$ cat config.mk
export PLATFORM = sky130hd
export DESIGN_NAME = exec_sequencer
export DESIGN_NICKNAME = d
export VERILOG_FILES = /design/src/rtl/exec_sequencer.sv
export SDC_FILE = /design/constraint.sdc
export NUM_CORES = 1
export LEC_CHECK = 0
export BUFFER_PORTS_ARGS = -buffer_cell sky130_fd_sc_hd__buf_2
export CELL_PAD_IN_SITES_DETAIL_PLACEMENT = 0
export CELL_PAD_IN_SITES_GLOBAL_PLACEMENT = 2
export CORE_ASPECT_RATIO = 0.5
export CORE_MARGIN = 4
export CORE_UTILIZATION = 30
export CTS_CLUSTER_SIZE = 24
export DETAILED_ROUTE_END_ITERATION = 8
export HOLD_SLACK_MARGIN = 0.15
export PLACE_DENSITY = 0.76
export RECOVER_POWER = 50
export SYNTH_ARGS = -nofsm -noshare
export SYNTH_HDL_FRONTEND = slang
export SYNTH_SLANG_ARGS = --single-unit
export TNS_END_PERCENT = 100
$ cat constraint.sdc
create_clock -name Clk -period 2.41 [get_ports Clk]
set_input_delay 0.1205 -clock Clk [delete_from_list [all_inputs] [get_ports Clk]]
set_output_delay 0.1205 -clock Clk [all_outputs]
set_load 0.005 [all_outputs]
$ cat src/rtl/exec_sequencer.sv
// ---------------------------------------------------------------------------
// exec_sequencer
//
// Multi-cycle instruction sequencer. Fetches one instruction per pass from a
// combinational instruction ROM, hands it to an external decoder via InstReg,
// optionally waits on a data-memory handshake, then retires it: it raises the
// register-file write strobe and advances the program counter (sequential,
// absolute branch or relative branch). The all-ones instruction word is a
// halt: it parks the sequencer in DONE with Ack raised until the next Start.
//
// Per-instruction flow:  FETCH -> EXEC -> [MEM ...] -> WB -> FETCH
//   non-memory instruction : 3 cycles
//   memory instruction     : 4 cycles + one per MemReady=0 cycle in MEM
//
// Ports
//   Clk            in   single clock, rising edge
//   Reset          in   synchronous active-high reset (beats Start)
//   Start          in   (re)start from PC 0; overrides any in-flight work
//   InstAddress    out  [PCW] current PC, addresses the instruction ROM
//   Instruction    in   [IW]  ROM data for InstAddress (combinational)
//   InstReg        out  [IW]  latched instruction, drives external decoder
//   Jump           in   branch taken for InstReg
//   BranchAbsOrRel in   1 = relative target, 0 = absolute
//   Target         in   [PCW] branch target or two's-complement offset
//   MemAccess      in   InstReg is a load/store
//   MemWrite       in   InstReg is a store
//   RegWrite       in   InstReg writes the register file
//   MemReq         out  data-memory request (MEM state)
//   MemReady       in   data-memory completion, same cycle as MemReq
//   MemWrEn        out  data-memory write strobe
//   RegWrEn        out  register-file write strobe
//   CycleCt        out  [CTW] saturating count of active cycles since Start
//   InstCt         out  [CTW] saturating count of retired instructions
//   Ack            out  registered "program done" flag
// ---------------------------------------------------------------------------
module exec_sequencer #(
  parameter int PCW = 10,
  parameter int IW  = 9,
  parameter int CTW = 16
) (
  input  logic           Clk,
  input  logic           Reset,
  input  logic           Start,
  output logic [PCW-1:0] InstAddress,
  input  logic [IW-1:0]  Instruction,
  output logic [IW-1:0]  InstReg,
  input  logic           Jump,
  input  logic           BranchAbsOrRel,
  input  logic [PCW-1:0] Target,
  input  logic           MemAccess,
  input  logic           MemWrite,
  input  logic           RegWrite,
  output logic           MemReq,
  input  logic           MemReady,
  output logic           MemWrEn,
  output logic           RegWrEn,
  output logic [CTW-1:0] CycleCt,
  output logic [CTW-1:0] InstCt,
  output logic           Ack
);

  localparam logic [2:0] ST_IDLE  = 3'd0;
  localparam logic [2:0] ST_FETCH = 3'd1;
  localparam logic [2:0] ST_EXEC  = 3'd2;
  localparam logic [2:0] ST_MEM   = 3'd3;
  localparam logic [2:0] ST_WB    = 3'd4;
  localparam logic [2:0] ST_DONE  = 3'd5;

  localparam logic [IW-1:0]  HALT_INST = {IW{1'b1}};
  localparam logic [CTW-1:0] CT_MAX    = {CTW{1'b1}};
  localparam logic [CTW-1:0] CT_ONE    = {{(CTW-1){1'b0}}, 1'b1};
  localparam logic [PCW-1:0] PC_ONE    = {{(PCW-1){1'b0}}, 1'b1};

  logic [2:0]     state_q,    state_d;
  logic [PCW-1:0] pc_q,       pc_d;
  logic [IW-1:0]  inst_q,     inst_d;
  logic [CTW-1:0] cycle_ct_q, cycle_ct_d;
  logic [CTW-1:0] inst_ct_q,  inst_ct_d;
  logic           ack_q,      ack_d;

  logic           active;
  logic [PCW-1:0] next_pc;

  // Cycles spent working on an instruction; IDLE and DONE are not counted.
  assign active = (state_q == ST_FETCH) || (state_q == ST_EXEC) ||
                  (state_q == ST_MEM)   || (state_q == ST_WB);

  // Relative targets are two's-complement offsets; the PCW-bit add wraps
  // modulo 2^PCW, which is exactly the required behaviour for both signs.
  assign next_pc = !Jump          ? pc_q + PC_ONE :
                   BranchAbsOrRel ? pc_q + Target : Target;

  always_comb begin
    // NOTE: every *_d starts as its *_q so any path that does not assign it
    // holds state; without these defaults the block would infer latches.
    state_d    = state_q;
    pc_d       = pc_q;
    inst_d     = inst_q;
    cycle_ct_d = cycle_ct_q;
    inst_ct_d  = inst_ct_q;
    ack_d      = ack_q;

    if (active && (cycle_ct_q != CT_MAX)) begin
      cycle_ct_d = cycle_ct_q + CT_ONE;
    end

    case (state_q)
      ST_IDLE: begin
        // Leaves only through Start, handled below.
      end
      ST_FETCH: begin
        inst_d  = Instruction;
        state_d = ST_EXEC;
      end
      ST_EXEC: begin
        if (inst_q == HALT_INST) begin
          state_d = ST_DONE;
          ack_d   = 1'b1;
        end else if (MemAccess) begin
          state_d = ST_MEM;
        end else begin
          state_d = ST_WB;
        end
      end
      ST_MEM: begin
        if (MemReady) begin
          state_d = ST_WB;
        end
      end
      ST_WB: begin
        pc_d    = next_pc;
        state_d = ST_FETCH;
        if (inst_ct_q != CT_MAX) begin
          inst_ct_d = inst_ct_q + CT_ONE;
        end
      end
      ST_DONE: begin
        // PC and counters frozen, Ack held.
      end
      default: begin
        state_d = ST_IDLE;
      end
    endcase

    // Start abandons whatever is in flight, from any state.
    if (Start) begin
      state_d    = ST_FETCH;
      pc_d       = '0;
      inst_d     = inst_q;
      cycle_ct_d = '0;
      inst_ct_d  = '0;
      ack_d      = 1'b0;
    end
  end

  // NOTE: state registers use non-blocking assignments so every flop samples
  // the pre-edge value of the others, independent of evaluation order.
  always_ff @(posedge Clk) begin
    if (Reset) begin
      state_q    <= ST_IDLE;
      pc_q       <= '0;
      inst_q     <= '0;
      cycle_ct_q <= '0;
      inst_ct_q  <= '0;
      ack_q      <= 1'b0;
    end else begin
      state_q    <= state_d;
      pc_q       <= pc_d;
      inst_q     <= inst_d;
      cycle_ct_q <= cycle_ct_d;
      inst_ct_q  <= inst_ct_d;
      ack_q      <= ack_d;
    end
  end

  // Write strobes are suppressed in a cycle where Start or Reset is about to
  // abandon the instruction, so a discarded instruction never commits.
  assign MemReq  = (state_q == ST_MEM);
  assign MemWrEn = MemReq && MemWrite && MemReady && !Start && !Reset;
  assign RegWrEn = (state_q == ST_WB) && RegWrite && !Start && !Reset;

  assign InstAddress = pc_q;
  assign InstReg     = inst_q;
  assign CycleCt     = cycle_ct_q;
  assign InstCt      = inst_ct_q;
  assign Ack         = ack_q;

endmodule
==> reports/results.ini, run 1 <==
[outcome]
status = complete, no violations

[cts]
cts_resized = 0
clk_latency_ps = 290
numClockSinks = 55
htree_levels = 2
cts_tree = yes
clockRootBuffer = clkbuf_16
clock_path_buffers = 2
clk_pin_slew_ps = 70
numCtsBuffers = 5

[synthesis]
syn-instance-count = 398
synth_cell_types = 51
synth_flop_cell = dfxtp_1
yosys-top-cells-count = 56 x nor2_1, 55 x dfxtp_1, 48 x nand2_1
async_flop_share_pct = 0
yosys-top-cells-area = dfxtp_1 35%, nor2_1 6.7%, nand2_1 5.8%
syn_avg_cell_area_sq_um = 7.86
synth-edff-count = 0
synth_most_common_cell = nor2_1
synth_warnings = 0
yosysTopAreaCellShare_pct = 35.2
yosys.area.top_type = dfxtp_1
synth_nets = 439
synth_seq_cells = 55
synth_area_sq_mm = 0.00313
synth-seq-area-share_pct = 35.2

[power_and_ir_drop]
p_leak_nw = 1.54
power.density_mw_per_mm2 = 464
power_mw = 1.85
vdd_drop_max_mv = 0.275

[place]
io_buffer_count = 82
dpl.hpwl_mm = 6.24
gp_congestion = 0.713
postPlaceCellArea_sq_mm = 0.00369
pre_cts_ws_ps = 271

[global_route]
grt_overflow_total = 0
grt_max_degree = 27
antenna_found_initial = 0
grt_pass1_wl_mm = 14.4
grt_pass1_vias = 2853
track_usage_pct = 14.2

[critical_path]
arrival_ps = 2310
r2r-start = InstAddress[4]$_SDFFE_PP0P_
crit_type = reg2reg
r2r_end = InstAddress[9]$_SDFFE_PP0P_
worstPathMaxFanout = 8
crit_chain = ha_1, nand4_1, o21ai_0, o41ai_1, a41o_1, o311ai_0
crit_required_ps = 2560
crit_path_end_kind = register
path_buf_inv = 0
rrSetupSlack_ps = 250
crit_path_top_delay_cell = o41ai_1
cp-start-kind = register
slowest_delay_ps = 580
r2r_cells = 6
cp_top_family = compound AO/OA/AOI/OAI gates

[timing]
period_needed_ps = 2160
fin_setup_tns_ps = 0
finalHoldViolCount = 0
finalSetupViolCount = 0
slew_headroom_pct = 55.0
fmax_mhz = 463
tightest_slew_ps = 666
layout_setup_ws_ps = 249
rsz0062_at_grt = false
finalClockSkew_ps = 4.37
slew_violations = 0
timing.final.crit_share_pct = 89.7

[detailed_routing]
wl_per_cell_um = 13.6
routed_wl_mm = 8.64
route.detailed.drc = 0
drtAntennaViolNets = 0
vias = 3056
viasPerCell = 4.80
drtPass1Iterations = 4
drt_iter0_markers = 113

[finish]
area_growth_pct = 27.5
design_area_sq_mm = 0.00399
finalNetCount = 537
ff_latch_area_sq_mm = 0.00110
nFillCells = 1106
antenna_cells = 0
drive_gt1_share_pct = 14.7
multi_input_area_sq_mm = 0.00192

[floorplan]
coreArea_sq_mm = 0.0102
rows = 26
ioPinCount = 83
die_area_sq_mm = 0.0122
die_h_um = 80.2
start_util_pct = 30.7
fp.dieW_um = 152

[min_path]
hold_path_depth = 2
min_from = Reset
holdPathEnd = InstReg[0]$_SDFFE_PP0P_
hold_class = in2reg

[flow_run]
max_cap_viol_count = 0

[cell families (layout without fill, tap and decap cells)]
family | after synthesis | after routing | synth area share [%]
AND/OR/NAND/NOR | 184 | 184 | 28.8
AO/OA/AOI/OAI | 84 | 84 | 16.4
flip-flops | 55 | 55 | 35.2
XOR/XNOR | 28 | 28 | 7.84
buffers and inverters | 25 | 124 | 3.40
adder cells (fa/ha/maj) | 13 | 13 | 5.44
multiplexers | 9 | 9 | 2.96
[through the flow]
step | instances | util [%] | hold slack [ps]
2_1_floorplan | 398 | - | 247
3_3_place_gp | 610 | 36.3 | 365
3_5_place_dp | 610 | 36.3 | 368
4_1_cts | 637 | 39.6 | 151
5_1_grt | 637 | 39.2 | 195
6_report | 637 | 39.2 | 161
[per-layer routing]
layer  global-route usage (%)  part of all wire (%)  vias to the layer above
li1                         -                     -                     1609
met1                     20.4                    53                     1387
met2                     21.9                    43                       55
met3                     3.01                   3.7                        5
met4                     2.67                  0.71                        0
met5                        0                     0                        -
[registers in the layout (all words and copies together), names as in the netlist]
signal and cells:
InstCt 16, CycleCt 16, state_q 3, InstAddress 10, Ack 1, InstReg 9
[cell type report]
class	instances	area share, %
inverters	7	0.659
repair buffers	109	15.4
clock buffers	7	3.58
multi-input cells	318	48.2
clock inverters	1	0.220
well taps	140	4.39
flip-flops and latches	55	27.6
[worst register-to-register path, cell delays in order (launching register included)]
cell      delay [ps]
dfxtp_1          470
ha_1             340
nand4_1          110
o21ai_0          140
o41ai_1          580
a41o_1           260
o311ai_0         120
[how the worst max path moves through the flow]
stage | startpoint | end | slack [ps] | cells after the start
after detailed placement | InstAddress[4]$_SDFFE_PP0P_ | InstAddress[9]$_SDFFE_PP0P_ | 270 | 6
final | InstAddress[4]$_SDFFE_PP0P_ | InstAddress[9]$_SDFFE_PP0P_ | 250 | 6
after floorplan | InstAddress[1]$_SDFFE_PP0P_ | InstAddress[9]$_SDFFE_PP0P_ | 460 | 7
after CTS | InstAddress[4]$_SDFFE_PP0P_ | InstAddress[9]$_SDFFE_PP0P_ | 270 | 6
after global routing | InstAddress[4]$_SDFFE_PP0P_ | InstAddress[9]$_SDFFE_PP0P_ | 110 | 6
after global placement | InstAddress[0]$_SDFFE_PP0P_ | InstAddress[9]$_SDFFE_PP0P_ | 370 | 7
[cell usage in the layout (no fill, tap or decap), drive strengths merged, types with 2 or more instances in the layout]
cell,instances
buf,59
nor3,12
a31oi,7
a211oi,3
inv,7
and3,8
nand2b,6
nand3b,2
dlygate4sd3,19
mux2i,7
dfxtp,55
o21bai,2
ha,12
or2,2
mux2,2
and4,2
xor2,14
a21o,4
nand4,11
xnor2,14
nand3,17
o21ai,20
nand2,48
clkbuf,38
or3,6
nor3b,4
o211ai,3
o41ai,2
nor2b,2
a21oi,29
nor2,56
o21a,3
o2111ai,2
and2,2
o311ai,2
[report_power, final]
part / total [mW] / internal, mW / switching [mW] / leakage (nW)
clock: 0.765 / 0.417 / 0.347 / 0.0741
sequential: 0.928 / 0.916 / 0.0113 / 0.444
combinational: 0.157 / 0.0737 / 0.0836 / 1.02
[timing repair]
item	4_1_cts	5_1_grt
hold buffers	19	0
hold endpoints to repair	10	0
setup buffers	0	0
Power figures use the tool's default switching activity.
==> inputs of run 2 (changes only) <==
==> constraint.sdc (replaced) <==
create_clock -name Clk -period 2.41 [get_ports Clk]
set_input_delay 0 -clock Clk [delete_from_list [all_inputs] [get_ports Clk]]
set_output_delay 0 -clock Clk [all_outputs]
set_load 0.005 [all_outputs]
==> run 2 against run 1 <==
Net effect:
- clock skew up 3.1 ps
- first-iteration DRC count up 27%
- highest routed layer unchanged
- combinational power up 8%
- via count up 1.1%
- largest power group unchanged
- flip-flop and latch count unchanged
==> reports/results.ini, run 2 (synthesis gave the netlist of run 1 again) <==
[timing]
finalSetupViolCount = 0  ; unchanged
fmax_mhz = 463  ; about the same
period_needed_ps = 2160  ; about the same
slew_headroom_pct = 59.2  ; was 55.0%
fin_setup_tns_ps = 0  ; unchanged
timing.final.crit_share_pct = 89.6  ; was 89.7%
rsz0062_at_grt = false  ; unchanged
tightest_slew_ps = 605  ; was 666 ps
slew_violations = 0  ; unchanged
finalHoldViolCount = 0  ; unchanged
finalClockSkew_ps = 7.46  ; was 4.37 ps

[place]
io_buffer_count = 82  ; unchanged
gp_congestion = 0.706  ; was 0.713
dpl.hpwl_mm = 6.30  ; was 6.24 mm
placed_cells = 611  ; was 610

[detailed_routing]
drt_iter0_markers = 144  ; was 113
route.detailed.drc = 0  ; unchanged
drtPass1Iterations = 4  ; unchanged
vias = 3091  ; was 3056
drtAntennaViolNets = 0  ; unchanged
wl_per_cell_um = 13.6  ; about the same
routed_wl_mm = 8.80  ; was 8.64 mm
viasPerCell = 4.78  ; was 4.80

[floorplan]
ioPinCount = 83  ; unchanged
fp.dieW_um = 152  ; unchanged
start_util_pct = 30.7  ; unchanged
coreArea_sq_mm = 0.0102  ; unchanged
die_area_sq_mm = 0.0122  ; unchanged
rows = 26  ; unchanged
die_h_um = 80.2  ; unchanged

[critical_path]
crit_required_ps = 2560  ; about the same
r2r_cells = 6  ; unchanged
cp-start-kind = register  ; unchanged
worstPathMaxFanout = 8  ; unchanged
arrival_ps = 2310  ; about the same
crit_path_end_kind = register  ; unchanged
crit_type = reg2reg  ; unchanged

[finish]
drive_gt1_share_pct = 15.2  ; was 14.7%
antenna_cells = 0  ; unchanged
fin_cells = 647  ; was 637
layout_common_cells = 56 x nor2_1, 56 x buf_2, 55 x dfxtp_1, 48 x nand2_1, 30 x clkbuf_1  ; was 56 x nor2_1, 55 x dfxtp_1, 53 x buf_2, 48 x nand2_1, 32 x clkbuf_1
area_growth_pct = 30.3  ; was 27.5%
finalNetCount = 547  ; was 537

[global_route]
grt.busiest_layer = met2  ; unchanged
track_usage_pct = 14.4  ; was 14.2%
grt_max_degree = 27  ; unchanged
grt_pass1_wl_mm = 14.6  ; was 14.4 mm
grt_overflow_total = 0  ; unchanged
grt_pass1_vias = 2936  ; was 2853
met2_usage_pct = 22.9  ; was 21.9%
grt_use_met3_pct = 3.28  ; was 3.01%
antenna_found_initial = 0  ; unchanged
met1_usage_pct = 20.2  ; was 20.4%

[power_and_ir_drop]
power.density_mw_per_mm2 = 452  ; was 464 mW/mm^2
p_sw_share_pct = 24.9  ; was 23.9%
vdd_drop_max_mv = 0.267  ; was 0.275 mV
p_int_mw = 1.39  ; was 1.41 mW
p_comb_share_pct = 9.2  ; was 8.5%
power_frac_clock_pct = 40.6  ; was 41.3%
p_leak_nw = 1.59  ; was 1.54 nW
power_switching_mw = 0.459  ; was 0.442 mW
seqPwrFrac_pct = 50.3  ; was 50.2%

[cts]
clock_path_buffers = 2  ; unchanged
clockRootBuffer = clkbuf_16  ; unchanged
cts_tree = yes  ; unchanged
numCtsBuffers = 5  ; unchanged
clk_pin_slew_ps = 70  ; about the same
cts_resized = 0  ; unchanged
cts_setup_buffers = 0  ; unchanged
numClockSinks = 55  ; unchanged
clk_latency_ps = 300  ; was 290 ps
htree_levels = 2  ; unchanged

[flow_run]
max_cap_viol_count = 0  ; unchanged

[min_path]
hold_path_depth = 4  ; was 2
hold_class = in2reg  ; unchanged

[outcome]
status = complete, no violations  ; unchanged

## run 2: power by group through the flow
stage | clock network (mW) | registers [mW] | logic [mW]
6_report | 0.749 | 0.928 | 0.169
5_1_grt | 0.820 | 0.930 | 0.190
4_1_cts | 0.784 | 0.928 | 0.172
3_5_place_dp | 0 | 0.949 | 0.139
3_3_place_gp | 0 | 0.949 | 0.140
2_1_floorplan | 0 | 0.945 | 0.0876
## run 2: worst max-delay path, cell delays in order, from the launching register on
cell and delay [ps]:
dfxtp_1 490, ha_1 340, nand4_1 110, o21ai_0 150, o41ai_1 540, a41o_1 260
o311ai_0 130
## run 2: what timing repair did
action,4_1_cts,5_1_grt
setup endpoints to repair,0,0
hold buffers,28,0
hold endpoints to repair,18,0
## run 2: worst paths after layout
kind,from,to,slack [ps]
max reg2reg,InstAddress[4]$_SDFFE_PP0P_,InstAddress[9]$_SDFFE_PP0P_,250
min reg2reg,Ack$_SDFFE_PP0P_,Ack$_SDFFE_PP0P_,470
min,Target[7],InstAddress[7]$_SDFFE_PP0P_,170
max,InstAddress[4]$_SDFFE_PP0P_,InstAddress[9]$_SDFFE_PP0P_,250
## run 2: per-layer routing
metal	vias up	wire length, um
li1	1637	-
met1	1400	4570
met2	49	3840
met3	5	334
met4	0	61
met5	-	0
## run 2: stage by stage
| step | setup WS (ps) | hold WS, ps | util [%] | instance area, sq um | power (mW) |
|---|---|---|---|---|---|
| floorplan | 461 | 77.0 | - | 3130 | 1.03 |
| global placement | 366 | 245 | 36.4 | 3700 | 1.09 |
| detailed placement | 275 | 247 | 36.4 | 3700 | 1.09 |
| CTS | 248 | 161 | 40.5 | 4130 | 1.88 |
| global route | 63.6 | 198 | 40.1 | 4080 | 1.94 |
| finish | 251 | 166 | 40.1 | 4080 | 1.85 |
## run 2: area by class of cell
type	instances	area, sq um
fill	1095	6100
multi-input combinational	318	1920
sequential	55	1100
timing repair buffer	119	711
tap	140	175
clock buffer	5	125
inverter	7	26.3
clock inverter	3	18.8
==> inputs of run 3 (changes only) <==
--- a/config.mk
+++ b/config.mk
@@ -5,16 +5,19 @@
 export SDC_FILE = /design/constraint.sdc
 export NUM_CORES = 1
 export LEC_CHECK = 0
+export ABC_AREA = 1
 export BUFFER_PORTS_ARGS = -buffer_cell sky130_fd_sc_hd__buf_2
 export CELL_PAD_IN_SITES_DETAIL_PLACEMENT = 0
 export CELL_PAD_IN_SITES_GLOBAL_PLACEMENT = 2
 export CORE_ASPECT_RATIO = 0.5
 export CORE_MARGIN = 4
 export CORE_UTILIZATION = 30
+export CTS_BUF_LIST = sky130_fd_sc_hd__clkbuf_4 sky130_fd_sc_hd__clkbuf_8
 export CTS_CLUSTER_SIZE = 24
 export DETAILED_ROUTE_END_ITERATION = 8
 export HOLD_SLACK_MARGIN = 0.15
-export PLACE_DENSITY = 0.76
+export MAX_ROUTING_LAYER = met4
+export PLACE_DENSITY = 0.79
 export RECOVER_POWER = 50
 export SYNTH_ARGS = -nofsm -noshare
 export SYNTH_HDL_FRONTEND = slang
==> run 3 against run 2 <==
Net effect:
- final cell count rose by 28%
- core utilization rose by 0.56 points
- register-to-register slack lost 98 ps
- worst setup slack got worse by 98 ps
- area after synthesis rose by 14%
- critical path type unchanged
- largest cell class unchanged
==> reports/results.ini, run 3 <==
[detailed_routing]
viasPerCell = 4.59  ; was 4.78
drtAntennaViolNets = 0  ; unchanged
wl_per_cell_um = 12.8  ; was 13.6 um
wl_met1_mm = 5.39  ; was 4.57 mm
vias = 3798  ; was 3091
drt_iter0_markers = 204  ; was 144
route.detailed.drc = 0  ; unchanged
top_layer = met4  ; unchanged
dr_wl_met2_mm = 4.82  ; was 3.84 mm
routed_wl_mm = 10.6  ; was 8.80 mm
route.met3.wl_um = 337  ; was 334 um
drtPass1Iterations = 4  ; unchanged

[floorplan]
die_h_um = 84.9  ; was 80.2 um
rows = 27  ; was 26
ioPinCount = 83  ; unchanged
start_util_pct = 31.5  ; was 30.7%
coreArea_sq_mm = 0.0113  ; was 0.0102 sq mm
fp.dieW_um = 162  ; was 152 um
die_area_sq_mm = 0.0138  ; was 0.0122 sq mm

[finish]
layout_common_cells = 142 x nand2_1, 78 x nor2_1, 55 x dfxtp_1, 55 x inv_1, 54 x buf_2  ; was 56 x nor2_1, 56 x buf_2, 55 x dfxtp_1, 48 x nand2_1, 30 x clkbuf_1
design_area_sq_mm = 0.00458  ; was 0.00408 sq mm
antenna_cells = 0  ; unchanged
drive_gt1_share_pct = 13.3  ; was 15.2%
final_util_pct = 40.6  ; was 40.1%
final_common_cell = nand2_1
area_growth_pct = 29.0  ; was 30.3%
finalNetCount = 709  ; was 547

[global_route]
grt_overflow_total = 0  ; unchanged
grt_pass1_vias = 3498  ; was 2936
grt_pass1_wl_mm = 17.2  ; was 14.6 mm
antenna_found_initial = 0  ; unchanged
track_usage_pct = 15.6  ; was 14.4%
grt_max_degree = 26  ; was 27

[cts]
clock_path_buffers = 2  ; unchanged
clk_latency_ps = 310  ; was 300 ps
htree_levels = 2  ; unchanged
numClockSinks = 55  ; unchanged
cts_tree = yes  ; unchanged
clk_pin_slew_ps = 100  ; was 70 ps
numCtsBuffers = 5  ; unchanged
clockRootBuffer = clkbuf_8  ; was clkbuf_16

[timing]
period_needed_ps = 2260  ; was 2160 ps
slew_violations = 0  ; unchanged
fmax_mhz = 443  ; was 463 MHz
tightest_slew_ps = 564  ; was 605 ps
whs_ps = 208  ; was 166 ps
fin_setup_tns_ps = 0  ; unchanged
finalHoldViolCount = 0  ; unchanged
timing.final.crit_share_pct = 93.6  ; was 89.6%
finalSetupViolCount = 0  ; unchanged
finalClockSkew_ps = 5.43  ; was 7.46 ps
slew_headroom_pct = 62.3  ; was 59.2%
rsz0062_at_grt = false  ; unchanged

[place]
postPlaceCellArea_sq_mm = 0.00411  ; was 0.00370 sq mm
gp_congestion = 0.849  ; was 0.706
dpl.hpwl_mm = 7.83  ; was 6.30 mm
io_buffer_count = 82  ; unchanged

[power_and_ir_drop]
power.density_mw_per_mm2 = 368  ; was 452 mW/mm^2
power_mw = 1.69  ; was 1.85 mW
p_leak_nw = 1.88  ; was 1.59 nW
vdd_drop_max_mv = 0.219  ; was 0.267 mV

[synthesis]
yosys-top-cells-area = dfxtp_1 31%, nand2_1 15%, nor2_1 8.3%  ; was dfxtp_1 35%, nor2_1 6.7%, nand2_1 5.8%
synth-edff-count = 0  ; unchanged
synth_area_sq_mm = 0.00355  ; was 0.00313 sq mm
syn-instance-count = 545  ; was 398
synth_cell_types = 37  ; was 51
synth_most_common_cell = nand2_1  ; was nor2_1
yosysTopAreaCellShare_pct = 31.0  ; was 35.2%
synth_flop_cell = dfxtp_1  ; unchanged
yosys.area.top_type = dfxtp_1  ; unchanged
async_flop_share_pct = 0  ; unchanged
synth-seq-area-share_pct = 31.0  ; was 35.2%
yosys-top-cells-count = 143 x nand2_1, 79 x nor2_1, 55 x dfxtp_1  ; was 56 x nor2_1, 55 x dfxtp_1, 48 x nand2_1
synth_seq_cells = 55  ; unchanged
synth_warnings = 0  ; unchanged
syn_avg_cell_area_sq_um = 6.52  ; was 7.86 sq um
synth_nets = 586  ; was 439

[critical_path]
worstPathMaxFanout = 6  ; was 8
rrSetupSlack_ps = 150  ; was 250 ps
r2r_cells = 7  ; was 6
crit_type = reg2reg  ; unchanged
startpoint = InstAddress[2]$_SDFFE_PP0P_  ; was InstAddress[4]$_SDFFE_PP0P_
crit_path_end_kind = register  ; unchanged
r2r-start = InstAddress[2]$_SDFFE_PP0P_  ; was InstAddress[4]$_SDFFE_PP0P_
cp-start-kind = register  ; unchanged
r2r_end = InstAddress[3]$_SDFFE_PP0P_  ; was InstAddress[9]$_SDFFE_PP0P_
crit_required_ps = 2620  ; was 2560 ps
arrival_ps = 2460  ; was 2310 ps

[min_path]
hold_path_depth = 4  ; unchanged
holdPathEnd = InstAddress[6]$_SDFFE_PP0P_  ; was InstAddress[7]$_SDFFE_PP0P_
hold_class = in2reg  ; unchanged
min_from = BranchAbsOrRel  ; was Target[7]

[flow_run]
max_cap_viol_count = 0  ; unchanged

[outcome]
status = complete, no violations  ; unchanged

-- run 3: cell types whose count changed in the layout (fill, tap and decap cells not counted), moves of 7 or more --
| cell | before | now |
|---|---|---|
| nand2_1 | 48 | 142 |
| inv_1 | 7 | 55 |
| nand3_1 | 17 | 40 |
| nor2_1 | 56 | 78 |
| a21oi_1 | 29 | 46 |
| dlygate4sd3_1 | 28 | 41 |
| o21ai_0 | 20 | 30 |
| nand4_1 | 11 | 3 |
| xnor2_1 | 14 | 6 |
| mux2i_1 | 7 | 0 |
-- run 3: area by class of cell --
cell class	count	area, sq um
Multi-Input combinational cell	419	2160
Tap cell	159	199
Timing Repair Buffer	129	820
Inverter	58	220
Clock inverter	1	5.00
Clock buffer	6	82.6
Fill cell	1303	6700
Sequential cell	55	1100
-- run 3: metrics by stage --
stage | worst slack [ps] | instances
3_5_place_dp | 625 | 777
2_1_floorplan | 792 | 545
5_1_grt | 14.0 | 827
3_3_place_gp | 653 | 777
6_report | 153 | 827
4_1_cts | 16.6 | 825
-- run 3: logic make-up after synthesis --
family | Yosys count | synth area share [%]
compound gates | 92 | 14.2
flops | 55 | 31.0
simple gates | 293 | 36.3
buf+inv | 71 | 8.59
xor+xnor | 21 | 5.18
fa+ha+maj | 13 | 4.79
-- run 3: where the power goes --
group / leakage (nW) / total, mW / switching (mW) / internal, mW
Combinational: 1.39 / 0.215 / 0.120 / 0.0951
Sequential: 0.444 / 0.926 / 0.00854 / 0.918
Clock: 0.0470 / 0.545 / 0.318 / 0.227
-- run 3: worst max path at each step --
stage	depth (start not counted)	slack, ps	endpoint
after floorplan	7	790	InstAddress[4]$_SDFFE_PP0P_
after global placement	10	650	InstCt[3]$_SDFFE_PP0P_
after detailed placement	8	630	InstCt[0]$_SDFFE_PP0P_
after CTS	8	20	InstReg[1]$_SDFFE_PP0P_
after global routing	10	10	state_q[0]$_SDFFE_PP0P_
final	7	150	InstAddress[3]$_SDFFE_PP0P_
-- run 3: worst max-delay path, cell delays in order, from the launching register on --
cell,delay (ps)
dfxtp_1,480
ha_1,340
nand2_1,110
nand3_1,140
xor2_1,170
o21ai_0,230
a31oi_1,110
dlygate4sd3_1,570
-- run 3: repair_timing --
item	CTS	global route
setup endpoints to repair	0	5
buffers inserted	0	2
hold buffers	41	0
resized for setup	0	2
hold endpoints to repair	26	0
-- run 3: layer usage --
metal,vias up,global-route usage [%]
li1,2002,-
met2,47,25.4
met1,1742,20.4
met4,0,3.22
met5,-,-
met3,7,2.81
